<file path="src/rtl/shift_seq8.sv">
// Command sequencer for the 8-bit registered shifter: one request becomes a LOAD,
// up to five shift commands of at most 3 bits, a capture of the shifter output and a done pulse.
module shift_seq8 (
  input  logic       clk,
  input  logic       reset_n,
  input  logic       start,
  input  logic [7:0] data,
  input  logic [1:0] dir,
  input  logic [3:0] amount,
  input  logic [7:0] sh_out,
  output logic [2:0] op,
  output logic [1:0] shamt,
  output logic [7:0] d_in,
  output logic       busy,
  output logic       done,
  output logic [7:0] result
);

  typedef enum logic [2:0] {
    ST_IDLE  = 3'd0,
    ST_LOAD  = 3'd1,
    ST_SHIFT = 3'd2,
    ST_CAPT  = 3'd3,
    ST_DONE  = 3'd4
  } state_t;

  localparam logic [2:0] OP_NOP  = 3'b000;
  localparam logic [2:0] OP_LOAD = 3'b001;
  localparam logic [2:0] OP_LSL  = 3'b010;
  localparam logic [2:0] OP_LSR  = 3'b011;
  localparam logic [2:0] OP_ASR  = 3'b100;

  state_t     state_q, state_d;
  logic [3:0] rem_q, rem_d;
  logic [1:0] dir_q, dir_d;
  logic [7:0] d_in_q, d_in_d;
  logic [7:0] result_q, result_d;
  logic [1:0] chunk;

  // Largest shift the shifter accepts per command is 3 bits.
  assign chunk = (rem_q > 4'd3) ? 2'd3 : rem_q[1:0];

  always_ff @(posedge clk or negedge reset_n) begin
    if (!reset_n) begin
      state_q  <= ST_IDLE;
      rem_q    <= 4'd0;
      dir_q    <= 2'b00;
      d_in_q   <= 8'h00;
      result_q <= 8'h00;
    end else begin
      state_q  <= state_d;
      rem_q    <= rem_d;
      dir_q    <= dir_d;
      d_in_q   <= d_in_d;
      result_q <= result_d;
    end
  end

  always_comb begin
    state_d  = state_q;
    rem_d    = rem_q;
    dir_d    = dir_q;
    d_in_d   = d_in_q;
    result_d = result_q;
    op       = OP_NOP;
    shamt    = 2'd0;
    busy     = 1'b0;
    done     = 1'b0;
    case (state_q)
      ST_IDLE: begin
        if (start) begin
          dir_d   = dir;
          d_in_d  = data;
          rem_d   = (dir == 2'b11) ? 4'd0 : amount;
          state_d = ST_LOAD;
        end
      end
      ST_LOAD: begin
        op      = OP_LOAD;
        busy    = 1'b1;
        state_d = (rem_q == 4'd0) ? ST_CAPT : ST_SHIFT;
      end
      ST_SHIFT: begin
        busy  = 1'b1;
        shamt = chunk;
        case (dir_q)
          2'b00:   op = OP_LSL;
          2'b01:   op = OP_LSR;
          2'b10:   op = OP_ASR;
          default: op = OP_NOP;
        endcase
        rem_d = rem_q - {2'b00, chunk};
        if (rem_d == 4'd0) begin
          state_d = ST_CAPT;
        end
      end
      ST_CAPT: begin
        busy     = 1'b1;
        result_d = sh_out;
        state_d  = ST_DONE;
      end
      ST_DONE: begin
        done    = 1'b1;
        state_d = ST_IDLE;
      end
      default: begin
        state_d = ST_IDLE;
      end
    endcase
  end

  assign d_in   = d_in_q;
  assign result = result_q;

endmodule

</file>
<file path="config.mk">
export PLATFORM = sky130hd
export DESIGN_NAME = shift_seq8
export DESIGN_NICKNAME = d
export VERILOG_FILES = /design/src/rtl/shift_seq8.sv
export SDC_FILE = /design/constraint.sdc
export NUM_CORES = 1
export LEC_CHECK = 0
export ABC_AREA = 1
export BUFFER_PORTS_ARGS = -buffer_cell sky130_fd_sc_hd__buf_4
export CORE_AREA = 2 2 57 59
export DETAILED_ROUTE_END_ITERATION = 8
export DIE_AREA = 0 0 59 61
export GPL_ROUTABILITY_DRIVEN = 0
export PLACE_DENSITY = 0.71
export SETUP_SLACK_MARGIN = 0.2
export SLEW_MARGIN = 25
export SYNTH_ARGS = -nofsm -noshare
export SYNTH_HDL_FRONTEND = slang
export SYNTH_SLANG_ARGS = --single-unit
</file>
<file path="constraint.sdc">
create_clock -name clk -period 1.28 [get_ports clk]
set_input_delay 0.384 -clock clk [delete_from_list [all_inputs] [get_ports clk]]
set_output_delay 0.384 -clock clk [all_outputs]
set_load 0.03 [all_outputs]
</file>
==> results.txt <==
----------------------------------------------------
[Detailed routing]
  Routed wire length ... 3.31 mm
  DR WL/cell ... 13.1 µm
  Remaining DRCs ... 0
  Total vias in the final route ... 1,219
  Post-DRT Antenna Nets ... 0
  Detailed Route Iter0 Violations ... 40
  Detail-routed via count per cell ... 4.82
  Iteration count of the initial detailed-routing pass ... 4

[Place]
  Post-Place Cells ... 241
  Area of placed instances ... 1730 µm²
  Total half-perimeter wirelength after legalization and detailed placement ... 2.27 mm
  Worst slack, placed ... -0.151 ns
  I/O Buffers ... 47

[Pwr]
  Portion of total power attributed to sequential cells ... 27.2%
  Net switching fraction of the power ... 47.7%
  Worst voltage drop across the vdd grid ... 1510 µV
  Tot Pwr ... 5.74 mW
  Power spent charging and discharging nets ... 2.74 mW
  Internal power component ... 3.00 mW
  Ratio of total power to cell area ... 2900 nW/µm²
  Proportion of power drawn by the clock network ... 6.7%
  Static Leak ... 1.06 nW
  Combinational cell fraction of total power ... 66.1%

[Clock tree]
  H-tree lvl count ... 1
  CTS tree ... built
  Clk root buf ... clkbuf_4
  Clock buffer depth ... 2
  CTS buffer count ... 3
  Clk sinks ... 25
  Clock insertion delay at the later pin of the skew report ... 0.33 ns
  Clock transition at the registers of the reported paths ... 0.15 ns

[Global route]
  Initial antenna violation count ... 0
  Pin count of the biggest net entering global routing ... 26
  Total overflow reported by the global router ... 0
  Total routing usage reported by global routing ... 18.4%
  Number of global-route vias before repair ... 1,189
  Global-route wire length before repair ... 4.96 mm

[Cells and area]
  Layout overhead on the synthesized area ... 65.2%
  Count of placed standard cells in the final layout, fillers left out ... 253
  Utilization after layout ... 66.9%
  Share of layout cells above drive strength 1 ... 48.2%
  Final net count ... 247
  Antenna fix cells ... 0
  Area of all placed cells without fillers ... 1980 µm²

[Worst setup path]
  R2R Path Start ... state_q[2]
  Worst path required time ... 0.90 ns
  Kind of critical path ... reg -> out
  Element type at the critical path end ... output port
  Startpoint Class ... flop
  Cell-by-cell listing of the critical path ... nor2_4, nand2_4, nor2_4, nand2_2, nand2_4, buf_6
  Worst-path maximum fanout ... 6
  CP startpoint ... state_q[0]
  Critical path arrival ... 1.38 ns
  Critical-path cell with the highest stage delay ... dfrtp_1
  Worst stage delay on the critical path ... 0.43 ns

[STA]
  Worst slew slack as a fraction of its limit ... 78.9%
  Max Slew Vio Count ... 0
  Final-report hold violation count ... 0
  Final cycle utilization of the critical path ... 138%
  RSZ-0062 raised after global routing ... yes
  Total Negative Setup Slacks ... -3.79 ns
  Hold WS ... 0.232 ns
  Shortest clock period the worst path allows after layout ... 1.77 ns
  Min setup slack post-route ... -0.486 ns
  Worst clock skew on the final layout ... 0.00148 ns
  Transition at the pin with the smallest max-transition slack ... 0.317 ns
  Final setup vio count ... 35
  Achievable clock frequency ... 566 MHz

[Synthesis]
  Top cell type's share of synthesized area ... 52.3%
  Post-synth design cell area ... 1200 µm²
  Number of warnings reported in the yosys synthesis log ... 0
  Post-synth cell types ... 20
  Top flip-flop cell by instance count after synthesis ... dfrtp_1
  Seq/Total Area, Yosys ... 52.3%
  Flip-flop and latch count after synthesis ... 25
  Ranking of synthesized cells by area ... dfrtp_1 (52%), nand2_1 (23%), nand3_2 (3.3%)
  Gate count after technology mapping ... 148
  Post-Synthesis Mean Instance Area ... 8.08 µm²
  Post-synthesis async set-or-reset flop share ... 100%
  Number of flops mapped to enable cells by yosys ... 0
  Dominant cell type by area after synthesis ... dfrtp_1
  Post-synthesis net count ... 174

[Die]
  Starting density of the core ... 40.5%
  Placeable Area ... 2950 µm²
  Total Die Area ... 3600 µm²
  Die width ... 59 µm
  Top Ports ... 48
  Row count ... 20
  Die span in y ... 61 µm

[Status]
  Failing checks ... negative setup slack
  Result of the run ... finished with violations

[Min path]
  HP Start ... sh_out[0]
  Type of the worst min-delay path ... in -> reg

[Job]
  Maxcap violations ... 0

----------------------------------------------------
[final timing paths]
check                             to  slack, ns  cells after the start
max                            op[0]      -0.49                      6
min                        result[0]       0.23                      3
max reg2reg                 rem_q[1]      -0.07                      7
min reg2reg                  d_in[4]       0.52                      2
max in group asynchronous   rem_q[2]       0.56                      2
min in group asynchronous    d_in[4]       0.46                      2
[critical path: cells and delay by family (launching register included)]
kind / cells / cell delay [ns]
buffers and inverters: 1 / 0.12
DFF: 1 / 0.43
and+or+nand+nor: 5 / 0.49
[state kept, by name, indices dropped and copies added, names as in the netlist]
| signal | cells |
|---|---|
| d_in | 8 |
| dir_q | 2 |
| rem_q | 4 |
| result | 8 |
| state_q | 3 |
[metal layers]
metal | vias up | GRT usage, % | share of wire [%]
met3 | 9 | 3.41 | 4.0
met4 | 0 | 8.77 | 2.2
met1 | 577 | 21.8 | 41
met2 | 32 | 32.4 | 53
met5 | - | 0 | 0
li1 | 601 | - | -
[cells in the final DEF, fill, tap and decap left out, drive strengths merged]
master / n
nor3: 2
clkinvlp: 1
inv: 13
buf: 68
o21ai: 5
ha: 1
clkinv: 1
nand4: 2
a21oi: 2
dlygate4sd3: 1
nor2: 9
clkbuf: 3
nand2: 75
nand3: 12
dfrtp: 25
[timing repair]
| action | 4_1_cts | 5_1_grt |
|---|---|---|
| buffers inserted | 2 | 3 |
| resized for setup | 28 | 12 |
| hold buffers | 1 | 0 |
| pin swaps | 3 | 4 |
| hold endpoints to repair | 25 | 0 |
| gates cloned | 0 | 2 |
| setup endpoints to repair | 47 | 47 |
[synth_stat cells (2+ instances only)]
cell	instances
a21oi_1	2
buf_6	2
nand3_2	4
inv_1	10
dfrtp_1	25
nor2_1	6
nor2_4	2
nand2_1	73
nand3_1	7
inv_2	3
nand4_1	2
o21ai_1	3
nor3_1	2
[area by class of cell]
type	count	area [µm²]
Clock buffer	3	22.5
Clock inverter	1	7.51
Fill cell	247	977
Inverter	13	56.3
Multi-Input combinational cell	108	602
Sequential cell	25	629
Tap cell	33	41.3
Timing Repair Buffer	69	612
Timing Repair inverter	1	5.00
[logic make-up (layout without fill, tap and decap cells)]
logic type      count (synthesis)  count (layout)  synth area share (%)
compound gates                  7               7                  3.24
flops                          25              25                  52.3
fa+ha+maj                       1               1                  1.05
buf+inv                        16              87                  6.59
simple gates                   99             100                  36.8
[power groups by stage]
stage	sequential (mW)	combinational [mW]	clock [mW]
2_1_floorplan	1.95	1.49	0
3_3_place_gp	1.45	3.17	0
3_5_place_dp	1.46	3.24	0
4_1_cts	1.50	3.58	0.384
5_1_grt	1.60	4.12	0.419
6_report	1.56	3.79	0.382
(Power assumes the default switching activity.)
